--- src/rtl/instruction_fetch.sv ---
// Instruction fetch stage: a PC register that addresses a combinational
// instruction memory and an IF/ID register, plus a sticky fetch-fault flag.
module instruction_fetch #(
  parameter logic [63:0] RESET_PC  = 64'h0,
  parameter int unsigned MEM_BYTES = 256
) (
  input  logic        clk,
  input  logic        rst,
  input  logic        stall,
  input  logic        flush,
  input  logic        branch_taken,
  input  logic [63:0] branch_target,
  output logic [63:0] imem_address,
  input  logic [31:0] imem_data,
  output logic [63:0] ifid_pc,
  output logic [31:0] ifid_instruction,
  output logic        ifid_valid,
  output logic        fetch_fault,
  output logic [31:0] fetch_count
);

  // Handshake: ifid_valid marks a real instruction; stall is the downstream
  // not-ready signal, and while it is high (with no redirect) IF/ID is frozen.
  localparam logic [63:0] LAST_ADDR = 64'(MEM_BYTES) - 64'd4;

  logic [63:0] pc;
  logic [63:0] pc_next;
  logic [63:0] aligned_target;
  logic        in_range;
  logic        fetch_slot;
  logic        capture;
  logic        range_fault;
  logic        misaligned;
  logic        hold_ifid;

  assign imem_address = pc;

  always_comb begin
    aligned_target = {branch_target[63:2], 2'b00};
    in_range       = (pc <= LAST_ADDR);
    fetch_slot     = !fetch_fault && !branch_taken && !flush && !stall;
    capture        = fetch_slot && in_range;
    range_fault    = fetch_slot && !in_range;
    misaligned     = !fetch_fault && branch_taken && (branch_target[1:0] != 2'b00);
    hold_ifid      = stall && !branch_taken && !flush && !fetch_fault;
    // An out-of-range fetch parks the PC on the offending address.
    pc_next = pc;
    if (!fetch_fault) begin
      if (branch_taken) begin
        pc_next = aligned_target;
      end else if (!stall && !range_fault) begin
        pc_next = pc + 64'd4;
      end
    end
  end

  always_ff @(posedge clk) begin
    if (!rst) begin
      pc               <= RESET_PC;
      ifid_pc          <= 64'd0;
      ifid_instruction <= 32'd0;
      ifid_valid       <= 1'b0;
      fetch_fault      <= 1'b0;
      fetch_count      <= 32'd0;
    end else begin
      pc <= pc_next;
      if (capture) begin
        ifid_pc          <= pc;
        ifid_instruction <= imem_data;
        ifid_valid       <= 1'b1;
        fetch_count      <= fetch_count + 32'd1;
      end else if (!hold_ifid) begin
        ifid_valid <= 1'b0;
      end
      if (range_fault || misaligned) begin
        fetch_fault <= 1'b1;
      end
    end
  end

endmodule

--- config.mk ---
export PLATFORM = sky130hd
export DESIGN_NAME = instruction_fetch
export DESIGN_NICKNAME = d
export VERILOG_FILES = /design/src/rtl/instruction_fetch.sv
export SDC_FILE = /design/constraint.sdc
export NUM_CORES = 1
export LEC_CHECK = 0
export CORE_MARGIN = 10
export CORE_UTILIZATION = 50
export DETAILED_ROUTE_END_ITERATION = 8
export MAX_ROUTING_LAYER = met4
export PLACE_DENSITY = 0.87
export REMOVE_ABC_BUFFERS = 1
export SYNTH_ARGS = -nofsm -noshare
export SYNTH_HDL_FRONTEND = slang
export SYNTH_SLANG_ARGS = --single-unit
--- constraint.sdc ---
create_clock -name clk -period 5.9 [get_ports clk]
set_input_delay 0.885 -clock clk [delete_from_list [all_inputs] [get_ports clk]]
set_output_delay 0.885 -clock clk [all_outputs]
set_load 0.005 [all_outputs]
==> results of run 1 <==
==> state kept, by name, indices dropped and copies added (netlist names) <==
register          flops
ifid_pc              62
fetch_count          32
fetch_fault           1
ifid_instruction     32
imem_address         62
ifid_valid            1
==> placed cells by master, fill, tap and decap left out, drive strengths merged, types with 37 or more instances in the layout <==
| master | count |
|---|---|
| clkdlybuf4s50 | 288 |
| dfxtp | 190 |
| nor2 | 98 |
| nand2 | 89 |
| a21oi | 86 |
| and3 | 78 |
| o21ai | 53 |
| mux2i | 40 |
| nand3 | 39 |
| o31ai | 37 |
==> worst paths after layout <==
kind	cells past startpoint	slack, ns	endpoint	from
setup reg to reg	6	2.29	fetch_count[17]	imem_address[44]
hold / removal	1	0.48	ifid_pc[58]	ifid_pc[58]
setup / recovery	6	2.10	fetch_count[21]	stall
hold reg to reg	1	0.48	ifid_pc[58]	ifid_pc[58]
==> kinds of logic (layout without fill, tap and decap cells) <==
group                    Yosys count  after routing
XOR/XNOR                           4              4
AND/OR/NAND/NOR                  442            442
buffers and inverters             96            343
AO/OA/AOI/OAI                    269            269
flip-flops                       190            190
adder cells (fa/ha/maj)            2              2
other                              1              6
multiplexers                      41             41
==> worst max-delay path: stages <==
cell	delay [ns]
clkdlybuf4s50_1	0.46
nor4_1	0.85
nand3_4	0.82
buf_4	0.58
o31ai_1	0.32
a21oi_1	0.10
==> through the flow <==
step / std cells / utilization
2_1_floorplan: 966 / -
3_3_place_gp: 1488 / 0.678
3_5_place_dp: 1488 / 0.678
4_1_cts: 1520 / 0.715
5_1_grt: 1522 / 0.715
6_report: 1522 / 0.715
==> metal layers <==
layer  GRT usage  vias to the layer above
li1            -                     4371
met2       0.421                      462
met4       0.102                        0
met5           -                        -
met1       0.311                     4431
met3      0.0590                       60
==> area by class of cell <==
cell class,count,area (um^2),share of cell area
multi-input cells,762,4610,0.374
flip-flops and latches,190,3800,0.309
repair buffers,297,2950,0.239
clock buffers,17,425,0.0345
well taps,225,282,0.0228
clock inverters,15,195,0.0158
inverters,14,53.8,0.00437
diodes,2,5.00,0.000406
==> power by group <==
group / internal (uW) / leakage (uW) / total (uW) / switching (uW)
combinational: 162 / 0.00286 / 316 / 154
sequential: 1310 / 0.00154 / 1360 / 50.2
clock: 616 / 0.000295 / 1200 / 583
total: 2090 / 0.00470 / 2870 / 787
==> reports/metrics.cfg, run 1 <==
[routing]
vias = 9324
wirelength_mm = 31.7
routedWlPerCell_um = 20.8
ant_nets = 0
drt_iter0_drc = 967
post-route-drc-count = 0
via_per_inst = 6.13
first_pass_iters = 6
wl_met3_mm = 2.58
highest_layer = met4
met1Wirelength_mm = 12.5
route.met2.wl_mm = 15.6

[sta]
slew_headroom = 0.285
finalSetupViolations = 0
setup_ws_ns = 2.10
whs_ns = 0.483
tns_ns = 0
drv_slew = 0
clock_skew_ns = 0.0190
fmax_mhz = 263
tightest_slew_ns = 1.07
post-route-min-period_ns = 3.80
hold_viol_final = 0
final.period_utilization = 0.644
rsz0062_at_grt = false

[job]
drv_cap = 0

[place]
io_buffers = 290
place_area_um2 = 11700
hpwl_mm = 22.1
place.gp.congestion = 0.948
place_ws_ns = 1.74

[global_routing]
antenna_found_initial = 2
grt_first_pass_wirelength_mm = 48.8
grt_max_degree = 108
grt_pass1_vias = 8662
gr-total-overflow = 0
grt_use_total = 0.261

[critical_path]
cp.required_ns = 6.18
critical_path.max_fanout = 57
cp-end-kind = flop
worstSetupPathType = primary input to flop
cp-start-kind = primary input
cp.arrival_ns = 4.08

[synth]
yosys.area_share.simple = 0.268
avgSynthCellArea_um2 = 8.38
yosysSeqAreaShare = 0.434
muxShareOfSynthArea = 0.0470
synthAdderAreaFrac = 0.00286
synth_most_common_cell = dfxtp_1
synth_cell_types = 59
ys_warn_count = 0
synth_xor_area_frac = 0.00400
ys.flop_type = dfxtp_1
ys_ff_latch = 190
yosys.area.top_type_share = 0.434
synthesis.area_um2 = 8760
syn_inst = 1045
ys_async_sr_fraction = 0
synth_area_leader_cell = dfxtp_1
synthTopCellsByArea = dfxtp_1, and3_1, a21oi_1
synth_edf_count = 0
synth_common_cells = dfxtp_1, nor2_1, nand2_1
synth_compound_area_frac = 0.200
synth_top_family_by_area = simple AND/OR/NAND/NOR gates

[floorplan]
core.rowCount = 48
start_util = 0.508
pin_count = 295
fp.dieW_um = 152
core_area_um2 = 17200
dieArea_um2 = 23200
die_y_um = 152

[clock_network]
cts_buffers = 17
clock_latency_ns = 0.44
cts_tree = built
cts_root_buf = clkbuf_16
cts_max_path_buffers = 2
cts_sinks = 190
cts_max_level = 4
cts_resized = 0
clk_pin_slew_worst_paths_ns = 0.08
cts_hold_buf = 0
cts_setup_buffers = 0

[pwr]
vdd_drop_max_mv = 0.204
p_leak_uw = 0.00470
power_uw = 2870
power_density_nw_per_um2 = 233

[final_layout]
area_delta_synth_final_pct = 40.6
fillCellCount = 1297
fin_area_um2 = 12300
nets = 1385
post_route_cells_drive_above_1_share = 0.0517

[min_path]
hold_path.class = flop to flop

[status]
status = complete, no violations

No activity file was read; power rests on OpenSTA's default activity.
==> run 2, diff against run 1 <==
--- a/config.mk
+++ b/config.mk
@@ -6,10 +6,10 @@
 export NUM_CORES = 1
 export LEC_CHECK = 0
 export CORE_MARGIN = 10
-export CORE_UTILIZATION = 50
+export CORE_UTILIZATION = 42
 export DETAILED_ROUTE_END_ITERATION = 8
 export MAX_ROUTING_LAYER = met4
-export PLACE_DENSITY = 0.87
+export PLACE_DENSITY = 0.78
 export REMOVE_ABC_BUFFERS = 1
 export SYNTH_ARGS = -nofsm -noshare
 export SYNTH_HDL_FRONTEND = slang
==> constraint.sdc (replaced) <==
create_clock -name clk -period 3.4 [get_ports clk]
set_input_delay 0.51 -clock clk [delete_from_list [all_inputs] [get_ports clk]]
set_output_delay 0.51 -clock clk [all_outputs]
set_load 0.005 [all_outputs]
==> run 2 against run 1 <==
Net effect:
- non-clock buffer count grew 9
- clock skew decreased by 0.0076 ns
- sequential power grew 74%
- sequential cell count is the same
- first-iteration DRC count shrank 17%
- sequential share of layout area fell by 0.29 points
- critical path type is now flop to flop
==> reports/metrics.cfg, run 2 (synthesis results as in run 1) <==
[sta]
finalSetupViolations = 0
rsz0062_at_grt = false
tns_ns = 0
final.period_utilization = 0.826
clock_skew_ns = 0.0114
tightest_slew_ns = 1.07
post-route-min-period_ns = 2.81
drv_slew = 0
slew_headroom = 0.287
fmax_mhz = 356
hold_viol_final = 0

[routing]
first_pass_iters = 5
post-route-drc-count = 0
via_per_inst = 5.76
wirelength_mm = 31.2
vias = 9078
drt_iter0_drc = 801
ant_nets = 0
routedWlPerCell_um = 19.8

[final_layout]
nets = 1394
final_cell_mix = clkdlybuf4s50_1, dfxtp_1, nor2_1
fin_area_um2 = 12400
final_common_cell = clkdlybuf4s50_1
area_delta_synth_final_pct = 42.0
final_cells = 1576
post_route_cells_drive_above_1_share = 0.0583

[clock_network]
cts_max_path_buffers = 2
cts_hold_buf = 0
cts_buffers = 17
cts_root_buf = clkbuf_16
cts_resized = 0
cts_max_level = 4
clock_latency_ns = 0.44
cts_tree = built
cts_sinks = 190
cts_setup_buffers = 0
clk_pin_slew_worst_paths_ns = 0.08

[global_routing]
busiest_layer = met2
use_met1 = 0.281
grt_first_pass_wirelength_mm = 48.4
gr-total-overflow = 0
grt_util_met2 = 0.354
antenna_found_initial = 2
grt_use_total = 0.228
grt_pass1_vias = 8700
gr-usage-met3 = 0.0610
grt_max_degree = 106

[pwr]
vdd_drop_max_mv = 0.317
sw_frac_of_total = 0.276
power_frac_seq = 0.479
p_switching_uw = 1360
power_density_nw_per_um2 = 396
p_leak_uw = 0.00474
combPwrFrac = 0.113
pwr-share-clk = 0.408
p_int_uw = 3570

[place]
place.gp.congestion = 0.934
dp_cells = 1542
io_buffers = 290
hpwl_mm = 22.4
place_area_um2 = 11800

[floorplan]
dieArea_um2 = 27000
start_util = 0.430
pin_count = 295
core_area_um2 = 20400
core.rowCount = 52
fp.dieW_um = 164
die_y_um = 164

[min_path]
min_from = branch_taken
hold_path.class = primary input to flop

[critical_path]
r2r-start = imem_address[33]
cp-start-kind = flop
critPathMaxStageDelay_ns = 0.49
cp-end-kind = flop
crit_chain = nor4_1 > nand4_1 > nor3_4 > nand3_4 > buf_4 > mux2i_1 > nor2_1
worstSetupPathType = flop to flop
critical_path.max_fanout = 94
cp_slowest_cell = nor3_4
cp.arrival_ns = 3.13
cp.required_ns = 3.72
crit_path_start = imem_address[33]

[status]
status = complete, no violations

[job]
drv_cap = 0

run 2: layer usage:
layer | up-vias | routed length (um)
li1 | 4382 | -
met1 | 4273 | 12800
met2 | 376 | 14800
met3 | 47 | 2630
met4 | 0 | 901
met5 | - | 0
run 2: area by class of cell:
class                   instances  area (um^2)
diodes                          2         5.00
repair buffers                306         3030
fillers                      1767         7930
flip-flops and latches        190         3800
clock buffers                  18          439
well taps                     270          338
multi-input cells             762         4610
clock inverters                14          164
inverters                      14         53.8
run 2: critical path, delay by kind of cell, from the launching register on:
kind / cells / cell delay, ns
buffers and inverters: 1 / 0.46
DFF: 1 / 0.38
muxes: 1 / 0.31
and+or+nand+nor: 5 / 1.47
run 2: metrics by stage:
stage               power (uW)  worst slack (ns)  hold WS, ns   util
floorplan                 2590             -1.24        0.468      -
global placement          2960             0.705        0.465  0.581
detailed placement        2960             0.659        0.466  0.581
CTS                       4970             0.670        0.449  0.611
global route              5110             0.463        0.453  0.611
finish                    4930             0.591        0.471  0.611
run 2: final timing paths:
kind / cells past startpoint / slack [ns] / end
setup reg to reg: 7 / 0.59 / ifid_pc[2]
hold / removal: 3 / 0.47 / ifid_valid
setup / recovery: 7 / 0.59 / ifid_pc[2]
hold reg to reg: 1 / 0.48 / ifid_pc[53]
run 2: power by group through the flow:
| stage | clock, uW | combinational [uW] | sequential [uW] |
|---|---|---|---|
| global placement | 0 | 549 | 2410 |
| floorplan | 0 | 206 | 2390 |
| detailed placement | 0 | 553 | 2410 |
| global route | 2140 | 603 | 2370 |
| finish | 2010 | 557 | 2360 |
| CTS | 2060 | 556 | 2360 |
==> run 3, diff against run 2 <==
--- a/config.mk
+++ b/config.mk
@@ -6,10 +6,10 @@
 export NUM_CORES = 1
 export LEC_CHECK = 0
 export CORE_MARGIN = 10
-export CORE_UTILIZATION = 42
+export CORE_UTILIZATION = 46
 export DETAILED_ROUTE_END_ITERATION = 8
 export MAX_ROUTING_LAYER = met4
-export PLACE_DENSITY = 0.78
+export PLACE_DENSITY = 0.81
 export REMOVE_ABC_BUFFERS = 1
 export SYNTH_ARGS = -nofsm -noshare
 export SYNTH_HDL_FRONTEND = slang
==> constraint.sdc (replaced) <==
create_clock -name clk -period 2.7 [get_ports clk]
set_input_delay 0.405 -clock clk [delete_from_list [all_inputs] [get_ports clk]]
set_output_delay 0.405 -clock clk [all_outputs]
set_load 0.005 [all_outputs]
==> run 3 against run 2 <==
Net effect:
- worst setup slack lost 0.43 ns
- critical path depth grew 1
- utilization increased by 6.8 points
- register-to-register slack worse by 0.43 ns
- routed wire length is 5.3% higher
- count of clock-buffer cells in the layout unchanged
- first-iteration DRC count rose by 34%
- critical endpoint is now fetch_count[25]
- highest routed layer unchanged
==> reports/metrics.cfg, run 3 (synthesis results as in run 1) <==
[status]
status = complete, no violations

[place]
place_ws_ns = 0.0644
hpwl_mm = 23.6
place.gp.congestion = 0.933
io_buffers = 290

[sta]
hold_viol_final = 0
whs_ns = 0.394
slew_headroom = 0.510
drv_slew = 0
clock_skew_ns = 0.0152
finalSetupViolations = 0
setup_ws_ns = 0.162
final.period_utilization = 0.940
post-route-min-period_ns = 2.54
fmax_mhz = 394
tightest_slew_ns = 0.733

[critical_path]
worstSetupPathType = flop to flop
cp-end-kind = flop
cp-start-kind = flop
cp.required_ns = 3.00
cp.arrival_ns = 2.84
critical_path.max_fanout = 96

[pwr]
p_leak_uw = 0.00493
power_density_nw_per_um2 = 494
power_frac_seq = 0.471
vdd_drop_max_mv = 0.456
pwr-share-clk = 0.404
sw_frac_of_total = 0.258
p_int_uw = 4650
combPwrFrac = 0.125
p_switching_uw = 1620

[floorplan]
pin_count = 295
core.rowCount = 50
start_util = 0.468
die_y_um = 158
core_area_um2 = 18700
dieArea_um2 = 25000
fp.dieW_um = 158

[final_layout]
nets = 1428
final_cell_mix = clkdlybuf4s50_1, dfxtp_1, nor2_1
final_common_cell = clkdlybuf4s50_1
area_delta_synth_final_pct = 44.9
diodes = 0
post_route_cells_drive_above_1_share = 0.0830

[routing]
via_per_inst = 5.99
wirelength_mm = 32.8
routedWlPerCell_um = 20.9
ant_nets = 0
drt_iter0_drc = 1077
post-route-drc-count = 0
first_pass_iters = 8
vias = 9403

[clock_network]
cts_max_level = 4
cts_root_buf = clkbuf_16
cts_tree = built
cts_hold_buf = 0
clock_latency_ns = 0.44
cts_buffers = 17
cts_sinks = 190
clk_pin_slew_worst_paths_ns = 0.07
cts_max_path_buffers = 2

[global_routing]
gr-total-overflow = 0
antenna_found_initial = 0
grt_max_degree = 128
grt_pass1_vias = 8639
grt_first_pass_wirelength_mm = 49.0
grt_use_total = 0.256

[job]
drv_cap = 0

[min_path]
hold_path.class = primary input to flop

run 3: layout make-up:
cell class | instances | area [um^2]
fillers | 1505 | 6010
multi-input cells | 762 | 4630
flip-flops and latches | 190 | 3800
repair buffers | 340 | 3330
clock buffers | 18 | 429
well taps | 234 | 293
clock inverters | 13 | 151
inverters | 14 | 53.8
run 3: timing repair:
action | 4_1_cts | 5_1_grt
setup endpoints to repair | 0 | 55
gates resized for setup | 0 | 4
buffers inserted | 0 | 1
run 3: routing by layer:
layer	global-route usage	vias to the layer above	share of wire
li1	-	4453	-
met1	0.317	4456	0.41
met2	0.414	434	0.49
met3	0.0521	60	0.076
met4	0.0763	0	0.024
met5	-	-	0
run 3: worst paths after layout:
kind	endpoint	from	slack (ns)	cells after the start
worst max-delay path	fetch_count[25]	imem_address[60]	0.16	8
worst min-delay path	ifid_valid	branch_taken	0.39	3
worst max register to register	fetch_count[25]	imem_address[60]	0.16	8
worst min register to register	ifid_pc[34]	ifid_pc[34]	0.48	1
run 3: worst max-delay path, cell delays in order (launching register included):
cell and delay, ns:
dfxtp_1 0.42, nor4_1 0.41, nand2_1 0.17, nor3_4 0.33
buf_4 0.22, nand3_4 0.13, buf_12 0.24, o31ai_1 0.33
a21oi_1 0.10
run 3: per-stage QoR:
stage,total power (uW),cells,util,area (um^2),TNS (ns)
floorplan,3270,966,-,8440,-208.09
global placement,3770,1539,0.646,12100,0
detailed placement,3780,1539,0.646,12100,0
CTS,6270,1570,0.677,12700,0
global route,6480,1571,0.679,12700,-0.000866
finish,6270,1571,0.679,12700,0
run 3: power by group through the flow:
stage          registers (uW)  logic (uW)  clock network (uW)
2_1_floorplan            3010         259                   0
3_3_place_gp             3010         764                   0
3_5_place_dp             3010         771                   0
4_1_cts                  2950         776                2550
5_1_grt                  2960         840                2680
6_report                 2950         785                2530
